## config.mk

```make
export PLATFORM = sky130hd
export DESIGN_NAME = vttx_al_extractor_flat
export DESIGN_NICKNAME = d
export VERILOG_FILES = /design/src/rtl/vttx_al_if.sv /design/src/rtl/vttx_al_extractor.sv /design/src/flat_wrapper.sv
export SDC_FILE = /design/constraint.sdc
export NUM_CORES = 1
export LEC_CHECK = 0
export ABC_AREA = 1
export CAP_MARGIN = 20
export CORE_MARGIN = 4
export CORE_UTILIZATION = 35
export CTS_CLUSTER_SIZE = 28
export DETAILED_ROUTE_END_ITERATION = 8
export GPL_TIMING_DRIVEN = 0
export PLACE_DENSITY_LB_ADDON = 0.12
export SLEW_MARGIN = 0
export SYNTH_ARGS = -nofsm -noshare
export SYNTH_HDL_FRONTEND = slang
export SYNTH_SLANG_ARGS = --single-unit
```

## constraint.sdc

```tcl
create_clock -name clk40_i -period 3.1 [get_ports clk40_i]
set_input_delay 0.775 -clock clk40_i [delete_from_list [all_inputs] [get_ports clk40_i]]
set_output_delay 0.775 -clock clk40_i [all_outputs]
set_load 0.02 [all_outputs]
```

## src/rtl/vttx_al_if.sv

```systemverilog
// ---------------------------------------------------------------------------
// vttx_al_if
//   Bundles the PROM readback byte stream and the auto-load burst outputs of
//   vttx_al_extractor.
//
//   Handshake semantics:
//     - rom_dv is a one-cycle valid with no ready. A byte is consumed on every
//       edge where rom_dv is high.
//     - al_vttx_regs is a write strobe with no ready. The auto-load FIFO takes
//       al_data on every edge where the strobe is high. A burst is N_REGS
//       consecutive strobes with no gaps.
//     - al_start is a one-cycle request. It is only honoured while the
//       extractor is idle.
//
//   Signals:
//     al_start      request a scan (pulse)
//     rom_data      PROM readback byte
//     rom_dv        rom_data valid
//     al_data       payload byte to auto-load FIFO (0 when no strobe)
//     al_vttx_regs  al_data write strobe
//     al_busy       scan/burst in progress
//     al_done       one-cycle pulse after the last strobe
//     al_err        00 ok, 01 not found/timeout, 10 bad count, 11 checksum
//
//   Modports:
//     master  stimulus side (drives the request and the byte stream)
//     slave   extractor side
// ---------------------------------------------------------------------------
interface vttx_al_if;
  logic       al_start;
  logic [7:0] rom_data;
  logic       rom_dv;
  logic [7:0] al_data;
  logic       al_vttx_regs;
  logic       al_busy;
  logic       al_done;
  logic [1:0] al_err;

  modport master (
    output al_start, rom_data, rom_dv,
    input  al_data, al_vttx_regs, al_busy, al_done, al_err
  );

  modport slave (
    input  al_start, rom_data, rom_dv,
    output al_data, al_vttx_regs, al_busy, al_done, al_err
  );
endinterface

```

## src/rtl/vttx_al_extractor.sv

```systemverilog
// ---------------------------------------------------------------------------
// vttx_al_extractor
//   Scans the PROM readback byte stream for the VTTX register section
//   (MARKER, TAG, count, payload, XOR checksum). It buffers the payload and
//   checks the checksum. Only when the checksum matches does it burst the
//   payload out as N_REGS consecutive al_vttx_regs strobes.
//
//   Ports:
//     clk40_i      40 MHz system clock
//     rst_b_i      synchronous reset, active low
//     al_if        vttx_al_if.slave (stream in, burst/status out)
//     dbg_state_o  current FSM state, for observation only
// ---------------------------------------------------------------------------
module vttx_al_extractor #(
  parameter logic [7:0]  MARKER     = 8'hA5,
  parameter logic [7:0]  TAG        = 8'h5C,
  parameter int unsigned N_REGS     = 7,
  parameter int unsigned SCAN_LIMIT = 1024,
  parameter int unsigned TIMEOUT    = 4000
) (
  input  logic        clk40_i,
  input  logic        rst_b_i,
  vttx_al_if.slave    al_if,
  output logic [3:0]  dbg_state_o
);

  localparam int unsigned SCAN_W = $clog2(SCAN_LIMIT + 1);
  localparam int unsigned TMO_W  = $clog2(TIMEOUT + 1);

  localparam logic [SCAN_W-1:0] SCAN_MAX  = SCAN_W'(SCAN_LIMIT);
  localparam logic [TMO_W-1:0]  TMO_LAST  = TMO_W'(TIMEOUT - 1);
  localparam logic [3:0]        IDX_LAST  = 4'(N_REGS - 1);
  localparam logic [3:0]        IDX_END   = 4'(N_REGS);
  localparam logic [7:0]        CNT_BYTE  = 8'(N_REGS);

  typedef enum logic [3:0] {
    S_IDLE, S_HUNT, S_TAGCHK, S_COUNT, S_DATA, S_CKSUM, S_BURST, S_DONE, S_ERR
  } state_e;

  state_e             state_q, state_d;
  logic [SCAN_W-1:0]  scan_q, scan_d, scan_inc;
  logic [TMO_W-1:0]   tmo_q, tmo_d;
  logic [3:0]         idx_q, idx_d;
  logic [7:0]         xor_q, xor_d;
  // 16 entries so the 4-bit index always addresses a real slot; only
  // entries 0..N_REGS-1 are ever written or read.
  logic [7:0]         pl_buf_q [16];
  logic [7:0]         pl_buf_d [16];
  logic [7:0]         data_q, data_d;
  logic               strobe_q, strobe_d;
  logic               busy_q, busy_d;
  logic               done_q, done_d;
  logic [1:0]         err_q, err_d;
  logic               fail;
  logic [1:0]         fail_code;

  always_comb begin
    state_d   = state_q;
    scan_d    = scan_q;
    tmo_d     = tmo_q;
    idx_d     = idx_q;
    xor_d     = xor_q;
    pl_buf_d  = pl_buf_q;
    data_d    = data_q;
    strobe_d  = strobe_q;
    busy_d    = busy_q;
    done_d    = 1'b0;
    err_d     = err_q;
    fail      = 1'b0;
    fail_code = 2'b00;
    scan_inc  = scan_q + SCAN_W'(1);

    case (state_q)
      S_IDLE: begin
        if (al_if.al_start) begin
          state_d = S_HUNT;
          busy_d  = 1'b1;
          err_d   = 2'b00;
          scan_d  = '0;
          tmo_d   = '0;
        end
      end

      S_HUNT, S_TAGCHK, S_COUNT, S_DATA, S_CKSUM: begin
        // A byte arriving in the same cycle the timeout would expire wins:
        // the timeout branch is only taken when no byte is present.
        if (al_if.rom_dv) begin
          tmo_d = '0;
          case (state_q)
            S_HUNT: begin
              scan_d = scan_inc;
              if (al_if.rom_data == MARKER) state_d = S_TAGCHK;
            end
            S_TAGCHK: begin
              scan_d = scan_inc;
              if (al_if.rom_data == TAG)         state_d = S_COUNT;
              else if (al_if.rom_data != MARKER) state_d = S_HUNT;
            end
            S_COUNT: begin
              if (al_if.rom_data == CNT_BYTE) begin
                state_d = S_DATA;
                idx_d   = '0;
                xor_d   = '0;
              end else begin
                fail      = 1'b1;
                fail_code = 2'b10;
              end
            end
            S_DATA: begin
              pl_buf_d[idx_q] = al_if.rom_data;
              xor_d           = xor_q ^ al_if.rom_data;
              idx_d           = idx_q + 4'd1;
              if (idx_q == IDX_LAST) state_d = S_CKSUM;
            end
            S_CKSUM: begin
              if (al_if.rom_data == xor_q) begin
                // First burst byte is registered here so the strobe rises
                // the cycle right after the checksum byte.
                state_d  = S_BURST;
                strobe_d = 1'b1;
                data_d   = pl_buf_q[0];
                idx_d    = 4'd1;
              end else begin
                fail      = 1'b1;
                fail_code = 2'b11;
              end
            end
            default: ;
          endcase
          // The scan limit only applies while still hunting. A tag match on
          // the last allowed byte still proceeds to COUNT.
          if ((state_d == S_HUNT || state_d == S_TAGCHK) && scan_inc == SCAN_MAX) begin
            fail      = 1'b1;
            fail_code = 2'b01;
          end
        end else if (tmo_q == TMO_LAST) begin
          fail      = 1'b1;
          fail_code = 2'b01;
        end else begin
          tmo_d = tmo_q + TMO_W'(1);
        end
      end

      S_BURST: begin
        if (idx_q == IDX_END) begin
          state_d  = S_DONE;
          strobe_d = 1'b0;
          data_d   = 8'h00;
          done_d   = 1'b1;
          busy_d   = 1'b0;
        end else begin
          data_d = pl_buf_q[idx_q];
          idx_d  = idx_q + 4'd1;
        end
      end

      S_DONE:  state_d = S_IDLE;
      S_ERR:   state_d = S_IDLE;
      default: state_d = S_IDLE;
    endcase

    if (fail) begin
      state_d = S_ERR;
      err_d   = fail_code;
      busy_d  = 1'b0;
    end
  end

  always_ff @(posedge clk40_i) begin
    if (!rst_b_i) begin
      state_q  <= S_IDLE;
      scan_q   <= '0;
      tmo_q    <= '0;
      idx_q    <= '0;
      xor_q    <= '0;
      data_q   <= '0;
      strobe_q <= 1'b0;
      busy_q   <= 1'b0;
      done_q   <= 1'b0;
      err_q    <= 2'b00;
      for (int i = 0; i < 16; i++) pl_buf_q[i] <= '0;
    end else begin
      state_q  <= state_d;
      scan_q   <= scan_d;
      tmo_q    <= tmo_d;
      idx_q    <= idx_d;
      xor_q    <= xor_d;
      data_q   <= data_d;
      strobe_q <= strobe_d;
      busy_q   <= busy_d;
      done_q   <= done_d;
      err_q    <= err_d;
      pl_buf_q <= pl_buf_d;
    end
  end

  assign al_if.al_data      = data_q;
  assign al_if.al_vttx_regs = strobe_q;
  assign al_if.al_busy      = busy_q;
  assign al_if.al_done      = done_q;
  assign al_if.al_err       = err_q;
  assign dbg_state_o        = state_q;

endmodule

```

## src/flat_wrapper.sv

```systemverilog
// flat-port wrapper written by rule: the top's interface ports become plain ports
module vttx_al_extractor_flat 
#(
  parameter logic [7:0]  MARKER     = 8'hA5,
  parameter logic [7:0]  TAG        = 8'h5C,
  parameter int unsigned N_REGS     = 7,
  parameter int unsigned SCAN_LIMIT = 1024,
  parameter int unsigned TIMEOUT    = 4000
)
  (clk40_i, rst_b_i, dbg_state_o, al_if_al_start, al_if_rom_data, al_if_rom_dv, al_if_al_data, al_if_al_vttx_regs, al_if_al_busy, al_if_al_done, al_if_al_err);
  vttx_al_if al_if_i ();
  input  logic clk40_i;
  input  logic rst_b_i;
  output logic [3:0] dbg_state_o;
  input wire logic [$bits(al_if_i.al_start)-1:0] al_if_al_start;
  input wire logic [$bits(al_if_i.rom_data)-1:0] al_if_rom_data;
  input wire logic [$bits(al_if_i.rom_dv)-1:0] al_if_rom_dv;
  output wire logic [$bits(al_if_i.al_data)-1:0] al_if_al_data;
  output wire logic [$bits(al_if_i.al_vttx_regs)-1:0] al_if_al_vttx_regs;
  output wire logic [$bits(al_if_i.al_busy)-1:0] al_if_al_busy;
  output wire logic [$bits(al_if_i.al_done)-1:0] al_if_al_done;
  output wire logic [$bits(al_if_i.al_err)-1:0] al_if_al_err;
  assign al_if_i.al_start = al_if_al_start;
  assign al_if_i.rom_data = al_if_rom_data;
  assign al_if_i.rom_dv = al_if_rom_dv;
  assign al_if_al_data = al_if_i.al_data;
  assign al_if_al_vttx_regs = al_if_i.al_vttx_regs;
  assign al_if_al_busy = al_if_i.al_busy;
  assign al_if_al_done = al_if_i.al_done;
  assign al_if_al_err = al_if_i.al_err;
  vttx_al_extractor #(.MARKER(MARKER), .TAG(TAG), .N_REGS(N_REGS), .SCAN_LIMIT(SCAN_LIMIT), .TIMEOUT(TIMEOUT)) u_core (.clk40_i(clk40_i), .rst_b_i(rst_b_i), .al_if(al_if_i), .dbg_state_o(dbg_state_o));
endmodule
```

# Word-level counts from Yosys, hierarchy flattened
# Index checks and enable logic that the tools add are counted.
dict set report totals {
  elab_cells 158
  output_inout_bits 17
  register_bits 180
  inputBits 12
}
dict set report classes {
  n_bitwise 3
  n_reduce_logical 25
  eq_ne 32
  muxes 66
  n_lt_le_gt_ge 2
  addsub 3
}
# cell n
set ops {}
lappend ops {{128-bit bitwise mux} 1}
lappend ops {{4-bit two-way mux} 16}
lappend ops {{8-bit two-way mux} 8}
lappend ops {{12-bit two-way mux} 3}
lappend ops {{11-bit two-way mux} 3}
lappend ops {{8-bit binary-select mux with 4-bit select} 1}
lappend ops {{8-bit demux with 4-bit select} 1}
lappend ops {{8-bit one-hot mux with 2 select lines} 2}
lappend ops {{12-bit one-hot mux with 2 select lines} 1}
lappend ops {{4-bit one-hot mux with 3 select lines} 2}
lappend ops {{11-bit one-hot mux with 2 select lines} 1}
lappend ops {{4-bit by 3-bit == test with 1-bit output, second input constant} 5}
lappend ops {{4-bit one-hot mux with 5 select lines} 1}
lappend ops {{2-bit two-way mux} 8}
lappend ops {{3-bit AND reduction} 5}
lappend ops {{1-bit two-way mux} 13}
lappend ops {{12-bit by 1-bit adder with 12-bit output, second input constant} 1}
lappend ops {{12-bit == test, second input constant} 1}
lappend ops {{4-bit by 2-bit == test with 1-bit output, second input constant} 3}
lappend ops {{3-bit by 2-bit != test with 1-bit output, second input constant} 4}
lappend ops {{4-bit AND reduction} 3}
lappend ops {{2-bit nonzero test} 6}
lappend ops {{11-bit by 1-bit adder with 11-bit output, second input constant} 1}
lappend ops {{11-bit == test, second input constant} 1}
lappend ops {{28 further kinds} 40}

# Logic depth before layout (Yosys ltp)
# Gate-level depths: netlist (run 1).
dict set report depth {
  word_depth 14
  depth_mapped 15
  mapped_depth_nobuf 14
}

# Least setup slack after synthesis (run 1)
# Ideal clock, no wire load.
dict set report synth_timing {
  path_kind {register to register}
  from {reg u_core.idx_q[0]}
  to {reg u_core.err_q[0], in the netlist u_core.al_if.al_err[0]}
  stages_incl_launch_ff 15
  path_buffers 2
  arrival_time_ps 2171
  slack_ps 862
  setup_time_ps 67
  synth_period_minus_slack_ps 2238
  required_time_ps 3033
  path_cell_list {dfxtp_1 -> inv_1 -> clkbuf_1 -> clkbuf_1 -> ha_1 -> inv_1 -> nor3_2 -> nor2_1 -> nand3_2 -> inv_2 -> nand2_1 -> nand2_1 -> nand4_2 -> nor2b_1 -> a21oi_2}
}
dict set report synth_via {
  elab_chain_len 13
  word_cells_on_any_way 19
  cone_classes {eq/ne (3); mux (11); reduce/logical (5)}
}
# item line_no
set synth_rtl {}
lappend synth_rtl {{from (decl)} vttx_al_extractor.sv:43} ;# logic [3:0] idx_q, idx_d;
lappend synth_rtl {{from (signal assigned)} vttx_al_extractor.sv:186} ;# idx_q <= idx_d;
lappend synth_rtl {{4-bit by 3-bit == test with 1-bit output (*)} vttx_al_extractor.sv:113} ;# if (idx_q == IDX_LAST) state_d = S_CKSUM;
lappend synth_rtl {{4-bit two-way mux (*)} vttx_al_extractor.sv:113}
lappend synth_rtl {{4-bit one-hot mux with 5 select lines (*)} vttx_al_extractor.sv:89} ;# case (state_q)
lappend synth_rtl {{4-bit two-way mux (*)} vttx_al_extractor.sv:87} ;# if (al_if.rom_dv) begin
lappend synth_rtl {{4-bit two-way mux (*)} vttx_al_extractor.sv:73} ;# case (state_q)
lappend synth_rtl {{4-bit by 1-bit == test with 1-bit output or 4-bit by 2-bit == test with 1-bit output (tied branches)} vttx_al_extractor.sv:132} ;# if ((state_d == S_HUNT || state_d == S_TAGCHK) && scan_inc == SCAN_MAX) begin
lappend synth_rtl {{1-bit logical OR (*)} vttx_al_extractor.sv:132}
lappend synth_rtl {{1-bit logical AND (*)} vttx_al_extractor.sv:132}
lappend synth_rtl {{1-bit two-way mux} vttx_al_extractor.sv:132}
lappend synth_rtl {{1-bit two-way mux} vttx_al_extractor.sv:87}
lappend synth_rtl {{1-bit two-way mux} vttx_al_extractor.sv:73}
lappend synth_rtl {{2-bit nonzero test (no source line)} -}
lappend synth_rtl {{2-bit AND reduction (no source line)} -}
lappend synth_rtl {{to (signal assigned)} vttx_al_extractor.sv:192} ;# err_q <= err_d;
lappend synth_rtl {{to (decl)} vttx_al_extractor.sv:53} ;# logic [1:0] err_q, err_d;
# Every way passes the cells marked *; elsewhere a longest branch is shown, timed or not. The select of a mux whose other input is x is not followed.
# A chain may end at the register's enable or synchronous reset.

# Final worst setup path (run 1)
# Same ends and word-level chain as after synthesis.

==> flow_summary.yaml, run 1 <==
synthesis:
  synth-seq-cells: 180
  yosys.area.top_type: "dfxtp_1"
  syn_nets: 1157
  ys_seq_area_frac: 0.433
  synth_cell_types: 50
  synth_top_cell_area_share: 0.433
  yosys_warnings: 0
  syn-instance-count: 1138
  synthArstFlopShare: 0
  synth_xor_area_frac: 0.00631
  synth-edff-count: 0
  syn_area_mm2: 0.00833
  synth-simple-area-share: 0.221
  synth-compound-area-share: 0.264
  synth_area_leaders: "dfxtp_1, o21ai_0, a21oi_1"
  synth_top_family_by_area: "compound AO/OA/AOI/OAI gates"
  synthAdderAreaFrac: 0.0105
  syn_avg_cell_area_um2: 7.32
  synthMuxAreaShare: 0
  ys.flop_type: "dfxtp_1"
global_route:
  grt_pass1_vias: 7549
  antenna_found_initial: 0
  globalRouteOverflowTotal: 0
  grtUsageMet3: 0.0383
  grtUsageTotal: 0.227
  grt_max_degree: 20
  grt_util_met1: 0.333
  grt_busiest_layer: "met2"
  grtUsageMet2: 0.338
  grt_pass1_wl_um: 45600
die:
  dieArea_mm2: 0.0263
  io_pins: 29
  die_y_um: 162
  start_util: 0.355
  die_x_um: 162
  core-area_mm2: 0.0235
  rows: 56
clock_tree:
  clock_path_buffers: 2
  cts_setup_buffers: 0
  htree_levels: 4
  cts_sinks: 180
  tritoncts: "built"
  clk_latency_ns: 0.44
  path_clk_slew_ns: 0.08
  cts-root-buf: "clkbuf_16"
  cts_made_buffers: 17
place:
  place_inst: 1484
  dp_hpwl_um: 21400
  pre_cts_ws_ns: -0.0475
  place.gp.congestion: 0.970
  portBuffers: 27
  postPlaceCellArea_mm2: 0.00900
cells_and_area:
  drive_gt1_frac: 0.110
  fill_cells: 2495
  final_area_mm2: 0.00958
  fin_nets: 1203
  final_cells: 1515
  fin_util: 0.408
  antennaDiodeCount: 0
  area_growth_pct: 15.1
pwr:
  pwr-share-seq: 0.352
  ir_worst_vdd_mv: 0.350
  pwr_density_cell_mw_per_mm2: 750
  p_comb_frac: 0.345
  sw_frac_of_total: 0.420
  power.internal_mw: 4.16
  leakagePower_nw: 3.69
  p_sw_mw: 3.02
  power.share.clock: 0.303
sta:
  rsz0062_at_grt: "false"
  tightest_slew_ns: 0.939
  setup_viol: 0
  fmax_mhz: 349
  fin_crit_ns: 2.87
  maxSlewViolCount: 0
  maxSlewHeadroom: 0.374
  skew_ns: 0.0157
  min_period_over_period: 0.925
  hold_viol: 0
  worst_slack_ns: 0.233
detailed_routing:
  drc_errors: 0
  wl_per_cell_um: 19.8
  dr.pass1.iters: 5
  vias: 8193
  antenna_left: 0
  vias_per_cell: 5.41
  drt_iter0_markers: 1066
  wl_um: 30000
worst_setup_path:
  crit_path_end_kind: "flop"
  worstPathArrival_ns: 3.23
  critPathLaunchType: "flop"
  critical_path.max_fanout: 11
  r2r_slack_ns: 0.23
  crit_type: "reg2reg"
  worstPathRequired_ns: 3.47
status:
  status: "finished, final reports clean"
job:
  drv_cap: 0
worst_hold_path:
  hold_path.class: "reg2reg"
==> per-stage QoR <==
stage | hold slack (ns) | total power, mW | TNS (ns)
2_1_floorplan | 0.436 | 4.08 | 0
3_3_place_gp | 0.458 | 5.04 | -0.0778
3_5_place_dp | 0.463 | 5.02 | -0.0759
4_1_cts | 0.480 | 7.18 | 0
5_1_grt | 0.498 | 7.55 | 0
6_report | 0.478 | 7.19 | 0
==> layout make-up <==
class / count / area [µm²] / area share
inverters: 70 / 268 / 0.0279
well taps: 319 / 399 / 0.0416
clock buffers: 17 / 425 / 0.0444
plain buffers: 65 / 279 / 0.0291
repair buffers: 27 / 270 / 0.0282
multi-input cells: 823 / 4180 / 0.436
flip-flops and latches: 180 / 3600 / 0.376
clock inverters: 14 / 160 / 0.0167
==> timing repair <==
item                                    in CTS  in global routing
gates resized for setup                      0                  2
hold buffers                                 0                  0
endpoints found under the setup margin       0                  9
==> critical path: stages (launching register included) <==
cell	delay [ns]
dfxtp_1	0.46
inv_1	0.10
clkbuf_1	0.25
clkbuf_2	0.31
ha_1	0.25
inv_1	0.37
nor3_2	0.11
nor2_1	0.16
nand3_2	0.12
inv_2	0.07
nand2_1	0.05
nand2_1	0.07
nand4_2	0.14
nor2b_1	0.19
a21oi_2	0.13
==> routing by layer <==
metal | share of wire | vias up | routed length (µm)
met1 | 0.47 | 3877 | 14200
met5 | 0 | - | 0
met3 | 0.065 | 49 | 1960
met4 | 0.026 | 0 | 785
li1 | - | 3979 | -
met2 | 0.43 | 288 | 13000
==> path summary, 6_finish.rpt <==
| path | startpoint | to | cells after the start |
|---|---|---|---|
| worst max-delay path | u_core.idx_q[0] | u_core.al_if.al_err[0] | 14 |
| worst min-delay path | u_core.tmo_q[5] | u_core.tmo_q[5] | 1 |
| worst max register to register | u_core.idx_q[0] | u_core.al_if.al_err[0] | 14 |
| worst min register to register | u_core.tmo_q[5] | u_core.tmo_q[5] | 1 |
==> power by group through the flow <==
stage | clock [mW] | sequential (mW) | combinational [mW]
after global placement | 0 | 2.58 | 2.45
after global routing | 2.30 | 2.55 | 2.70
after CTS | 2.20 | 2.53 | 2.45
after floorplan | 0 | 2.58 | 1.51
final | 2.18 | 2.53 | 2.48
after detailed placement | 0 | 2.58 | 2.44
==> cells in the mapped netlist (2+ instances only) <==
cell type	n
o21ai_0	183
dfxtp_1	180
nand2_1	171
a21oi_1	156
nor2_1	117
clkbuf_1	45
inv_1	43
o22ai_1	32
nand3_1	26
inv_2	22
nor2_2	22
o21ai_1	19
nand4_1	16
buf_2	15
a31oi_1	9
nor3_1	9
ha_1	7
nand2_2	7
nor2_4	7
buf_4	4
nor3_4	4
a21o_1	3
a21oi_2	3
clkinv_1	3
xnor2_1	3
xor2_1	3
a211oi_1	2
inv_4	2
nand2_4	2
nand3_2	2
nor3_2	2
==> registers in the layout, indices dropped and copies added (netlist names) <==
| register | cells |
|---|---|
| u_core.al_if.al_err | 2 |
| u_core.xor_q | 8 |
| u_core.idx_q | 4 |
| u_core.al_if.al_done | 1 |
| u_core.dbg_state_o | 4 |
| u_core.al_if.al_data | 8 |
| u_core.al_if.al_vttx_regs | 1 |
| u_core.pl_buf_q | 128 |
| u_core.tmo_q | 12 |
| u_core.scan_q | 11 |
| u_core.al_if.al_busy | 1 |
==> cells by family after synthesis <==
| group | after synthesis |
|---|---|
| AO/OA/AOI/OAI | 416 |
| XOR/XNOR | 6 |
| adder cells (fa/ha/maj) | 7 |
| buffers and inverters | 135 |
| flip-flops | 180 |
| AND/OR/NAND/NOR | 394 |
==> cell usage in the layout (no fill, tap or decap), types with 2 or more instances in the layout <==
master           Yosys  routed
xor2_1               3       3
a211oi_1             2       2
clkinv_1             3       3
clkinv_4             0       4
clkbuf_1            45      44
clkinv_8             0       4
nor3_4               4       4
nand2_4              2       2
nor2_1             117     117
inv_1               43      43
o21ai_1             19      19
nand3_1             26      26
buf_2               15      15
inv_4                2       2
a31oi_1              9       9
inv_2               22      22
clkbuf_16            0      17
xnor2_1              3       3
nand4_1             16      16
nor3_2               2       2
buf_4                4       4
a21oi_1            156     156
nor3_1               9       9
o22ai_1             32      32
o21ai_0            183     183
clkdlybuf4s50_1      0      27
nand3_2              2       2
nand2_1            171     171
nand2_2              7       7
a21oi_2              3       3
inv_6                0       3
inv_8                0       3
dfxtp_1            180     180
a21o_1               3       3
nor2_4               7       7
ha_1                 7       7
nor2_2              22      22
(Power assumes the default switching activity.)
==> run 2, diff against run 1 <==
--- a/config.mk
+++ b/config.mk
@@ -9,6 +9,7 @@
 export CAP_MARGIN = 20
 export CORE_MARGIN = 4
 export CORE_UTILIZATION = 35
+export CTS_CLUSTER_DIAMETER = 60
 export CTS_CLUSTER_SIZE = 28
 export DETAILED_ROUTE_END_ITERATION = 8
 export GPL_TIMING_DRIVEN = 0
==> results of run 2 <==
Same layout as run 1: the final DEF is identical, and so are final timing and power.
==> edit 1 (flow settings as in run 2) <==
Take the reset off `data_q` and load it in a clocked block of its own.
--- a/src/rtl/vttx_al_extractor.sv
+++ b/src/rtl/vttx_al_extractor.sv
@@ -174,5 +174,4 @@
       idx_q    <= '0;
       xor_q    <= '0;
-      data_q   <= '0;
       strobe_q <= 1'b0;
       busy_q   <= 1'b0;
@@ -186,5 +185,4 @@
       idx_q    <= idx_d;
       xor_q    <= xor_d;
-      data_q   <= data_d;
       strobe_q <= strobe_d;
       busy_q   <= busy_d;
@@ -195,4 +193,8 @@
   end
 
+  always_ff @(posedge clk40_i) begin
+    data_q <= data_d;
+  end
+
   assign al_if.al_data      = data_q;
   assign al_if.al_vttx_regs = strobe_q;
Behaviour: same outputs for any inputs over 4 cycles, from zero or initial values and one cycle with rst_b_i low; that may be too few to reach the edited logic, so the function may still have changed.
==> edit 1 against run 2 <==
Core utilization increased by 0.81 points. Synthesized area decreased by 0.86%. Total power increased by 0.56%. Sequential cell count unchanged. Setup slack got worse by 0.046 ns. Sequential power about the same. Die area decreased by 0.82%. Clock skew increased by 0.00067 ns. Design area decreased by 0.43%. Routed wire length decreased by 2.6%. Critical path type is now primary input to flip-flop. Critical endpoint is now u_core.idx_q[1].
==> edit 1: results (changes against run 2) <==
Status
  • Status: completed

Global routing
  • M3 GR Usage: 0.04950 (+0.01119)
  • Largest net degree at the start of global routing: 21 (+5.0%)
  • Vias in the first global route: 7539 (-0.13%)
  • Gr usage total: 0.2233 (-0.004133)
  • GR Util met2: 0.3462 (+0.008381)

Logic synthesis
  • XOR/XNOR Fraction of Synth Area: 0.002122 (-0.004189)
  • Synth Area in Compound Gates: 0.2869 (+0.02259)
  • Post-Synth Adder-Cell Area: 0.01061 (+0.00009084)
  • Register area share after synthesis: 0.4461 (+0.01344)
  • Post-synthesis net count: 1129 (-2.4%)
  • Commonest cells post-synth: o21ai_0, dfxtp_1, a21oi_1
  • EDFF count, synth: 8 (+8)

Floorplan
  • N_taps: 313 (-1.9%)

Drt
  • Wirelength per Cell: 19.69 µm (-0.40%)
  • Via count: 8034 (-1.9%)
  • Met3 Wirelength: 1938 µm (-0.92%)
  • M1 WL: 13220 µm (-7.1%)
  • Top Layer Used: met5
  • WL final: 29180 µm (-2.6%)
  • DR iter-0 viols: 754 (-29%)

Finish
  • #MultiIn Comb: 784 (-4.7%)
  • Inverters: 82 (+17%)
  • Count of plain and timing-repair buffers: 91 (-1.1%)
  • Fillers: 2360 (-5.4%)
  • Buffering overhead: 0.05743 (+0.0001168)
  • Clock buffers: 18 (+1)

Critical path
  • CP peak stage delay: 0.53 ns (+0.07 ns)
  • Worst R2R Path Depth: 17 (+3)
  • Slowest-stage cell, CP: clkdlybuf4s50_1
  • CP Max Fanout: 9 (-2)
  • Crit path DAT: 3.19 ns (-0.04 ns)

Timing
  • Worst Clk Skew: 0.01635 ns (+0.0006664 ns)
  • Slew Limit Headroom: 0.4181 (+0.04387)

Power and ir drop
  • Clock power frac: 0.307 (+0.004)
  • Leakage power: 3.603 nW (-2.4%)

Place
  • Dpl hpwl: 20840 µm (-2.6%)
-- edit 1: cell count changes after synthesis, moves of 9 or more --
cell | run 2 | this run
nand2_1 | 171 | 126
inv_1 | 43 | 57
nand3_1 | 26 | 36
a21oi_1 | 156 | 168
nor2_2 | 22 | 5
o21ai_0 | 183 | 204
nand4_1 | 16 | 7
-- edit 1: critical path, delay by kind of cell --
family                 cells  cell delay, ns
and+or+nand+nor            8            1.03
buffers and inverters      3            0.99
AOI/OAI and AO/OA          2            0.37
-- edit 1: path summary, 6_finish.rpt --
check                           slack [ns]               endpoint
worst max-delay path                  0.19        u_core.idx_q[1]
worst min-delay path                  0.45        u_core.tmo_q[9]
worst max register to register        0.24  u_core.dbg_state_o[1]
worst min register to register        0.45        u_core.tmo_q[9]
-- edit 1: stage by stage --
stage,worst slack (ns),hold slack (ns)
global placement,-0.3513,0.4418
CTS,0.07408,0.4562
floorplan,0.9091,0.4284
global route,0.001050,0.4906
detailed placement,-0.2985,0.4462
finish,0.1872,0.4529
==> edit 2 (flow settings as in run 2) <==
Without the edit above. `TIMEOUT` is set to 4000 in 2 places; all go to 2000.
--- a/src/rtl/vttx_al_extractor.sv
+++ b/src/rtl/vttx_al_extractor.sv
@@ -17,5 +17,5 @@
   parameter int unsigned N_REGS     = 7,
   parameter int unsigned SCAN_LIMIT = 1024,
-  parameter int unsigned TIMEOUT    = 4000
+  parameter int unsigned TIMEOUT    = 2000
 ) (
   input  logic        clk40_i,
--- a/src/flat_wrapper.sv
+++ b/src/flat_wrapper.sv
@@ -6,5 +6,5 @@
   parameter int unsigned N_REGS     = 7,
   parameter int unsigned SCAN_LIMIT = 1024,
-  parameter int unsigned TIMEOUT    = 4000
+  parameter int unsigned TIMEOUT    = 2000
 )
   (clk40_i, rst_b_i, dbg_state_o, al_if_al_start, al_if_rom_data, al_if_rom_dv, al_if_al_data, al_if_al_vttx_regs, al_if_al_busy, al_if_al_done, al_if_al_err);
Function: same outputs for any inputs over 10 cycles, from zero or initial values and one cycle with rst_b_i low; that may be too few to reach the edited logic, so the function may still have changed.
==> edit 2 against run 2 <==
Total power down 7.1%. Sequential cell count is 1 lower. Combinational power is 21% lower. Clock skew decreased by 0.0023 ns. Clock power grew 3%. Core utilization increased by 0.66 points. Synthesized area is 0.93% lower. Design area fell by 0.80%. Global-route usage shrank 0.40 points. Setup slack gained 0.22 ns. Routed wire length fell by 2.6%. Largest power group unchanged.
==> edit 2: results (changes against run 2) <==
Min path
  • Hold path startpoint: u_core.tmo_q[10]

Critical path
  • CP Buf/Inv Count: 3 (-2)
  • CP startpoint: al_if_rom_data[5]
  • Crit path DAT: 3.02 ns (-0.21 ns)
  • Slowest-stage cell, CP: clkdlybuf4s50_1
  • Worst R2R Path Depth: 9 (-5)

Power and ir drop
  • Leakage power: 3.678 nW (-0.36%)

Finish
  • Clock-cell share: 0.06303 (+0.001938)
  • Sequential cell area share: 0.3769 (+0.0009124)
  • Multi-input logic area: 4083 µm² (-2.3%)
  • Fillers: 2391 (-4.2%)
  • Buffering overhead: 0.05724 (-0.00006637)
  • Post-layout net count: 1205 (+0.17%)

Logic synthesis
  • Register bit total from synthesis: 179 (-0.56%)
  • Register area share after synthesis: 0.4343 (+0.001642)
  • Yosys cell types: 47 (-6.0%)
  • Synth top area cells: dfxtp_1, o21ai_0, a21oi_1
  • Syn_area_per_cell: 7.231 µm² (-1.2%)

Global routing
  • Met1 usage: 0.3101 (-0.02308)

Place
  • DP Worst Slack: 0.01352 ns (+0.06106 ns)
  • Dpl hpwl: 20890 µm (-2.3%)
  • Gp weighted congestion: 0.9737 (+0.41%)

Status
  • Status: completed

Drt
  • Via count: 8180 (-0.16%)

Timing
  • Tightest Pin Transition: 0.9522 ns (+0.01353 ns)
  • Worst Clk Skew: 0.01343 ns (-0.002254 ns)
[edit 2: cells by family after synthesis]
| group | share of synthesized area |
|---|---|
| AOI/OAI and AO/OA | 0.2680 |
| xor gates and xnor gates | 0.006371 |
| adders and majority gates | 0.01062 |
| buffers and inverters | 0.07082 |
| DFF | 0.4343 |
| and+or+nand+nor | 0.2099 |
[edit 2: metal layers]
metal | vias to the layer above | routed length, µm
met5 | - | 0
met4 | 0 | 726
met3 | 42 | 1854
met2 | 276 | 13430
met1 | 3871 | 13160
li1 | 3991 | -
[edit 2: where the power goes]
| group | switching (W) | leakage, nW | internal [W] |
|---|---|---|---|
| clock | 0.00103 | 0.295 | 0.00122 |
| combinational | 0.00140 | 1.94 | 0.000572 |
| sequential | 0.0000845 | 1.44 | 0.00237 |
